File: config.mk
export PLATFORM = sky130hd
export DESIGN_NAME = register_bank_rw_flat
export DESIGN_NICKNAME = d
export VERILOG_FILES = /design/src/rtl/mcu_mem_pkg.sv /design/src/rtl/register_bank_rw_if.sv /design/src/rtl/register_bank_lane.sv /design/src/rtl/register_bank_rw.sv /design/src/flat_wrapper.sv
export SDC_FILE = /design/constraint.sdc
export NUM_CORES = 2
export LEC_CHECK = 0
export ABC_AREA = 1
export CORE_MARGIN = 2
export CORE_UTILIZATION = 65
export DETAILED_ROUTE_END_ITERATION = 6
export PLACE_DENSITY_LB_ADDON = 0.05
export RECOVER_POWER = 100
export SYNTH_ARGS = -nofsm -noshare
export SYNTH_HDL_FRONTEND = slang
export SYNTH_SLANG_ARGS = --single-unit
File: constraint.sdc
create_clock -name Clock -period 3.7 [get_ports Clock]
set_input_delay 0.37 -clock Clock [delete_from_list [all_inputs] [get_ports Clock]]
set_output_delay 0.37 -clock Clock [all_outputs]
set_load 0.05 [all_outputs]
File: src/rtl/mcu_mem_pkg.sv
// rtl/mcu_mem_pkg.sv - shared clear-FSM type and helpers for the MCU memory subsystem
package mcu_mem_pkg;

  typedef enum logic [0:0] {
    CLR_IDLE  = 1'b0,
    CLR_SWEEP = 1'b1
  } clr_state_t;

  // Widest word lane_merge handles; callers zero-extend and truncate around it.
  localparam int MergeBits = 64;

  function automatic int clog2(input int value);
    int result = 0;
    while ((1 << result) < value) result++;
    return result;
  endfunction

  function automatic logic [MergeBits-1:0] lane_merge(
    input logic [MergeBits-1:0] new_data,
    input logic [MergeBits-1:0] old_data,
    input logic [MergeBits-1:0] lane_en,
    input int                   lane_bits
  );
    logic [MergeBits-1:0] merged;
    for (int b = 0; b < MergeBits; b++) begin
      merged[6'(b)] = lane_en[6'(b / lane_bits)] ? new_data[6'(b)] : old_data[6'(b)];
    end
    return merged;
  endfunction

endpackage

File: src/rtl/register_bank_rw_if.sv
// rtl/register_bank_rw_if.sv - write, read and clear signals of the register bank
interface register_bank_rw_if #(
  parameter int NrOfBits = 32,
  parameter int LaneBits = 8,
  parameter int Depth    = 32
);
  localparam int AddrBits  = mcu_mem_pkg::clog2(Depth);
  localparam int NrOfLanes = NrOfBits / LaneBits;

  logic                 ClockEnable;
  logic                 Tick;
  logic                 WrEn;
  logic [AddrBits-1:0]  WrAddr;
  logic [NrOfLanes-1:0] WrLaneEn;
  logic [NrOfBits-1:0]  WrData;
  logic [AddrBits-1:0]  RdAddrA;
  logic [NrOfBits-1:0]  RdDataA;
  logic [AddrBits-1:0]  RdAddrB;
  logic [NrOfBits-1:0]  RdDataB;
  logic                 ClearReq;
  logic                 ClearBusy;

  modport master (
    output ClockEnable, Tick, WrEn, WrAddr, WrLaneEn, WrData, RdAddrA, RdAddrB, ClearReq,
    input  RdDataA, RdDataB, ClearBusy
  );

  modport slave (
    input  ClockEnable, Tick, WrEn, WrAddr, WrLaneEn, WrData, RdAddrA, RdAddrB, ClearReq,
    output RdDataA, RdDataB, ClearBusy
  );
endinterface

File: src/rtl/register_bank_lane.sv
// rtl/register_bank_lane.sv - one LaneBits-wide storage lane clocked on the selected edge
module register_bank_lane #(
  parameter int ActiveLevel = 1,
  parameter int LaneBits    = 8
) (
  input  logic                Clock,
  input  logic                ResetN,
  input  logic                lane_en,
  input  logic [LaneBits-1:0] lane_d,
  output logic [LaneBits-1:0] lane_q
);

  if (ActiveLevel != 0) begin : g_pos
    always_ff @(posedge Clock or negedge ResetN) begin
      if (!ResetN) begin
        lane_q <= '0;
      end else if (lane_en) begin
        lane_q <= lane_d;
      end
    end
  end else begin : g_neg
    always_ff @(negedge Clock or negedge ResetN) begin
      if (!ResetN) begin
        lane_q <= '0;
      end else if (lane_en) begin
        lane_q <= lane_d;
      end
    end
  end

endmodule

File: src/rtl/register_bank_rw.sv
// rtl/register_bank_rw.sv - register bank: lane-masked write port, two async read ports, clear sweep
module register_bank_rw
  import mcu_mem_pkg::*;
#(
  parameter int ActiveLevel = 1,
  parameter int NrOfBits    = 32,
  parameter int LaneBits    = 8,
  parameter int Depth       = 32,
  parameter int ZeroEntry0  = 1,
  parameter int Bypass      = 0
) (
  input logic               Clock,
  input logic               ResetN,
  register_bank_rw_if.slave bus
);

  localparam int AddrBits  = clog2(Depth);
  localparam int NrOfLanes = NrOfBits / LaneBits;
  localparam int Slots     = 1 << AddrBits;

  clr_state_t                     state_q;
  clr_state_t                     state_d;
  logic [AddrBits-1:0]            ptr_q;
  logic [AddrBits-1:0]            ptr_d;
  logic                           qe;
  logic                           sweeping;
  logic                           wr_ok;
  logic [Slots-1:0]               addr_ok;
  logic [Slots-1:0][NrOfBits-1:0] entry_q;
  logic [NrOfBits-1:0]            bypass_data;

  assign qe       = bus.ClockEnable & bus.Tick;
  assign sweeping = (state_q == CLR_SWEEP);
  assign wr_ok    = bus.WrEn & addr_ok[bus.WrAddr] & ~sweeping;

  always_comb begin
    state_d = state_q;
    ptr_d   = ptr_q;
    if (qe) begin
      case (state_q)
        CLR_IDLE: begin
          if (bus.ClearReq) begin
            state_d = CLR_SWEEP;
            ptr_d   = '0;
          end
        end
        CLR_SWEEP: begin
          if (ptr_q == AddrBits'(Depth - 1)) begin
            state_d = CLR_IDLE;
          end else begin
            ptr_d = ptr_q + AddrBits'(1);
          end
        end
        default: state_d = CLR_IDLE;
      endcase
    end
  end

  if (ActiveLevel != 0) begin : g_fsm_pos
    always_ff @(posedge Clock or negedge ResetN) begin
      if (!ResetN) begin
        state_q <= CLR_IDLE;
        ptr_q   <= '0;
      end else begin
        state_q <= state_d;
        ptr_q   <= ptr_d;
      end
    end
  end else begin : g_fsm_neg
    always_ff @(negedge Clock or negedge ResetN) begin
      if (!ResetN) begin
        state_q <= CLR_IDLE;
        ptr_q   <= '0;
      end else begin
        state_q <= state_d;
        ptr_q   <= ptr_d;
      end
    end
  end

  // Slots past Depth (and entry 0 when hardwired) get no storage, so writes there vanish.
  for (genvar e = 0; e < Slots; e++) begin : g_entry
    if (e < Depth && !(ZeroEntry0 != 0 && e == 0)) begin : g_store
      logic hit_wr;
      logic hit_clr;
      assign addr_ok[e] = 1'b1;
      assign hit_wr     = wr_ok && (bus.WrAddr == AddrBits'(e));
      assign hit_clr    = sweeping && (ptr_q == AddrBits'(e));
      for (genvar l = 0; l < NrOfLanes; l++) begin : g_lane
        register_bank_lane #(
          .ActiveLevel (ActiveLevel),
          .LaneBits    (LaneBits)
        ) u_lane (
          .Clock   (Clock),
          .ResetN  (ResetN),
          .lane_en (qe && (hit_clr || (hit_wr && bus.WrLaneEn[l]))),
          .lane_d  (hit_clr ? {LaneBits{1'b0}} : bus.WrData[l*LaneBits +: LaneBits]),
          .lane_q  (entry_q[e][l*LaneBits +: LaneBits])
        );
      end
    end else begin : g_zero
      assign addr_ok[e] = 1'b0;
      assign entry_q[e] = '0;
    end
  end

  assign bypass_data = NrOfBits'(lane_merge(MergeBits'(bus.WrData), MergeBits'(entry_q[bus.WrAddr]),
                                            MergeBits'(bus.WrLaneEn), LaneBits));

  always_comb begin
    bus.RdDataA = entry_q[bus.RdAddrA];
    bus.RdDataB = entry_q[bus.RdAddrB];
    if (Bypass != 0 && wr_ok) begin
      if (bus.RdAddrA == bus.WrAddr) bus.RdDataA = bypass_data;
      if (bus.RdAddrB == bus.WrAddr) bus.RdDataB = bypass_data;
    end
  end

  assign bus.ClearBusy = sweeping;

endmodule

File: src/flat_wrapper.sv
// flat-port wrapper written by rule: the top's interface ports become plain ports
module register_bank_rw_flat import mcu_mem_pkg::*;
#(
  parameter int ActiveLevel = 1,
  parameter int NrOfBits    = 32,
  parameter int LaneBits    = 8,
  parameter int Depth       = 32,
  parameter int ZeroEntry0  = 1,
  parameter int Bypass      = 0
)
  (Clock, ResetN, bus_ClockEnable, bus_Tick, bus_WrEn, bus_WrAddr, bus_WrLaneEn, bus_WrData, bus_RdAddrA, bus_RdAddrB, bus_ClearReq, bus_RdDataA, bus_RdDataB, bus_ClearBusy);
  register_bank_rw_if #(.NrOfBits(NrOfBits), .LaneBits(LaneBits), .Depth(Depth)) bus_i ();
  input logic Clock;
  input logic ResetN;
  input wire logic [$bits(bus_i.ClockEnable)-1:0] bus_ClockEnable;
  input wire logic [$bits(bus_i.Tick)-1:0] bus_Tick;
  input wire logic [$bits(bus_i.WrEn)-1:0] bus_WrEn;
  input wire logic [$bits(bus_i.WrAddr)-1:0] bus_WrAddr;
  input wire logic [$bits(bus_i.WrLaneEn)-1:0] bus_WrLaneEn;
  input wire logic [$bits(bus_i.WrData)-1:0] bus_WrData;
  input wire logic [$bits(bus_i.RdAddrA)-1:0] bus_RdAddrA;
  input wire logic [$bits(bus_i.RdAddrB)-1:0] bus_RdAddrB;
  input wire logic [$bits(bus_i.ClearReq)-1:0] bus_ClearReq;
  output wire logic [$bits(bus_i.RdDataA)-1:0] bus_RdDataA;
  output wire logic [$bits(bus_i.RdDataB)-1:0] bus_RdDataB;
  output wire logic [$bits(bus_i.ClearBusy)-1:0] bus_ClearBusy;
  assign bus_i.ClockEnable = bus_ClockEnable;
  assign bus_i.Tick = bus_Tick;
  assign bus_i.WrEn = bus_WrEn;
  assign bus_i.WrAddr = bus_WrAddr;
  assign bus_i.WrLaneEn = bus_WrLaneEn;
  assign bus_i.WrData = bus_WrData;
  assign bus_i.RdAddrA = bus_RdAddrA;
  assign bus_i.RdAddrB = bus_RdAddrB;
  assign bus_i.ClearReq = bus_ClearReq;
  assign bus_RdDataA = bus_i.RdDataA;
  assign bus_RdDataB = bus_i.RdDataB;
  assign bus_ClearBusy = bus_i.ClearBusy;
  register_bank_rw #(.ActiveLevel(ActiveLevel), .NrOfBits(NrOfBits), .LaneBits(LaneBits), .Depth(Depth), .ZeroEntry0(ZeroEntry0), .Bypass(Bypass)) u_core (.Clock(Clock), .ResetN(ResetN), .bus(bus_i));
endmodule
==> impl_metrics.csv <==
group,metric,value,unit
timing,setup_tns,0,ns
final_layout,utilization,71.6,%
global_routing,grt_usage,49.5,%
timing,timing.hold.ws,0.432,ns
floorplanning,dieArea,100000,µm²
placement,dpl_cell_area,66200,µm²
synthesis,ys_seq_area_share,39.3,%
worst_setup_path,cpMostUsedCell,"nand3_1",
synthesis,yosys_register_bits,998,
drt,dr.pass1.iters,7,
timing,finalHoldViolCount,0,
synthesis,synth_nets,10133,
floorplanning,num_rows,114,
timing,post-route-min-period,3.50,ns
worst_setup_path,cp-end-kind,"output port",
final_layout,final_cells,11170,
synthesis,synth_area_leaders,"dfrtp_1 39%, nand2_1 24%, nand3_1 14%, inv_1 4.5%, o21ai_1 3.4%",
timing,grt_setup_unrepaired,"no",
final_layout,mostFrequentLayoutCells,"4155 x nand2_1, 1798 x nand3_1, 998 x dfrtp_1",
synthesis,async_flop_share,100,%
floorplanning,core,96900,µm²
timing,fmaxAchievable,286,MHz
worst_setup_path,path_cells,"buf_8, inv_8, clkbuf_2, a21oi_1, nand3_1, nand3_1, nand3_1, nand2_1, clkbuf_1",
floorplanning,die_w,317,µm
power,power,32.6,mW
timing,timing.slew.headroom,-32.7,%
clocking,post_cts_buffers,0,
drt,drc_errors,32,
hold_path,min_from,"bus_Tick",
placement,dp_hpwl,163,mm
synthesis,ys.flop_type,"dfrtp_1",
drt,finalWirelength,253,mm
drt,ant_nets,0,
clocking,cts_tree,"done",
global_routing,busiest_layer,"met2",
global_routing,grtUsageMet1,65.0,%
worst_setup_path,crit_required,3.33,ns
placement,gp_congestion,1.04,
clocking,cts.sinks,998,
timing,setup_viol,0,
flow_run,maxCapViolations,1,
placement,pre_cts_ws,0.557,ns
worst_setup_path,worstSetupPathType,"input port to output port",
global_routing,antenna_found_initial,8,
global_routing,use_met2,71.5,%
synthesis,synth_edf_count,0,
timing,finalClockSkew,0.0187,ns
hold_path,holdCritPathClass,"input port to register",
worst_setup_path,path_max_fanout,67,
hold_path,hold_end,"u_core.bus.ClearBusy",
global_routing,grt_pass1_vias,67062,
drt,drtIter0Drc,12565,
drt,routed_via_density,6.41,
placement,dp_cells,10968,
drt,num_vias,71601,
worst_setup_path,reg2reg_depth,7,
clocking,cts_buffer_depth,3,
global_routing,grt_overflow_total,0,
drt,wl_per_cell,22.7,µm
worst_setup_path,arrival,3.13,ns
final_layout,fill_cells,8117,
worst_setup_path,r2r_slack,0.20,ns
worst_setup_path,start_kind,"input port",
floorplanning,initial_core_util,65.7,%
timing,fin_crit_sh,94.6,%
power,ir_drop,0.000457,V
clocking,cts_root_buf,"clkbuf_16",
timing,drv_slew,59,
synthesis,avgSynthCellArea,6.32,µm²
clocking,cts-htree-levels,3,
final_layout,area_growth,9.00,%
run_status,status,"complete, but fails checks",
worst_setup_path,r2r-start,"u_core.bus.ClearBusy",
synthesis,synth_top_area_cell,"dfrtp_1",
power,power.density,470,nW/µm²
global_routing,gr-usage-met3,18.5,%
final_layout,final_common_cell,"nand2_1",
placement,io_buffers,121,
synthesis,synth_top_area_share,39.3,%
final_layout,nNetsFinal,9865,
floorplanning,chipHeight,317,µm
worst_setup_path,crit_slowest_cell,"buf_8",
global_routing,grt_first_pass_wirelength,385,mm
final_layout,finalInstanceArea,69300,µm²
final_layout,multiInputGateArea,32700,µm²
synthesis,yosys_warnings,0,
final_layout,layout-drive-gt1-share,4.88,%
hold_path,min_path_cells,4,
timing,worst_slack,0.201,ns
synthesis,ys_types,30,
final_layout,layout.area.seq,25000,µm²
synthesis,synth_cells,10070,
floorplanning,ios,122,
timing,tightestPinTransition,1.99,ns
synthesis,synth_area,63600,µm²
global_routing,grt_max_degree,145,
worst_setup_path,critPathMaxStageDelay,0.51,ns
clocking,cts_buffers,107,
run_status,violations,"DRC, capacitance limit, slew limit",
power,power_leakage,35.8,nW
clocking,clk_latency,0.73,ns
clocking,path_clk_slew,0.06,ns
-- cell type report --
type | count | share of cell area, %
sequential | 998 | 36.0
tap | 1276 | 2.30
clock inverter | 57 | 1.15
timing repair buffer | 347 | 4.84
antenna | 3 | 0.0108
clock buffer | 141 | 4.32
multi-input combinational | 7568 | 47.1
inverter | 780 | 4.27
-- metal layers --
metal | vias to the layer above | share of wire [%]
met3 | 1258 | 17
met5 | - | 0.077
met1 | 32666 | 36
met2 | 5978 | 42
li1 | 31689 | -
met4 | 10 | 5.7
-- worst max-delay path, delay by kind of cell --
family / cells / cell delay, ns
buffers and inverters: 4 / 1.74
AND/OR/NAND/NOR: 4 / 0.65
AO/OA/AOI/OAI: 1 / 0.29
-- how the worst max path moves through the flow --
stage	from	endpoint	slack (ns)	cells after the start
final	bus_RdAddrB[1]	bus_RdDataB[26]	0.20	9
after global routing	u_core.bus.ClearBusy	register	0.22	9
after CTS	bus_RdAddrA[1]	bus_RdDataA[10]	0.65	9
after detailed placement	bus_WrAddr[4]	register	0.56	9
after global placement	bus_WrAddr[2]	register	0.61	8
after floorplan	bus_RdAddrB[1]	bus_RdDataB[29]	1.49	10
-- power breakdown --
| group | internal [mW] | switching (mW) | total (mW) |
|---|---|---|---|
| registers | 12.4 | 1.03 | 13.4 |
| logic | 2.14 | 5.25 | 7.39 |
| clock network | 6.90 | 4.93 | 11.8 |
-- flip-flops by register name, indices dropped and copies added (netlist names) --
register and cells:
u_core.bus.ClearBusy 1, u_core.g_entry.g_store.g_lane.u_lane.lane_q 992, u_core.ptr_q 5
-- kinds of logic (layout without fill, tap and decap cells) --
logic type               count (synthesis)  count (layout)  share of synthesized area (%)
AO/OA/AOI/OAI                          806             806                           6.42
adder cells (fa/ha/maj)                  6               6                          0.118
buffers and inverters                 1504            1325                           9.21
flip-flops                             998             998                           39.3
other                                    0               3                              0
AND/OR/NAND/NOR                       6756            6756                           45.0
-- repair_timing --
item / 4_1_cts / 5_1_grt
resized for setup: 0 / 0
hold endpoints to repair: 47 / 0
endpoints found under the setup margin: 0 / 0
hold buffers: 1 / 0
-- synth_stat cells, drive strengths merged (6+ instances only) --
cell type / count
nand2: 4173
nand3: 1799
dfrtp: 998
inv: 779
o21ai: 547
clkbuf: 476
nor2: 463
nand4: 308
a21oi: 257
buf: 248
nor3: 11
ha: 6
(Power assumes the default switching activity.)
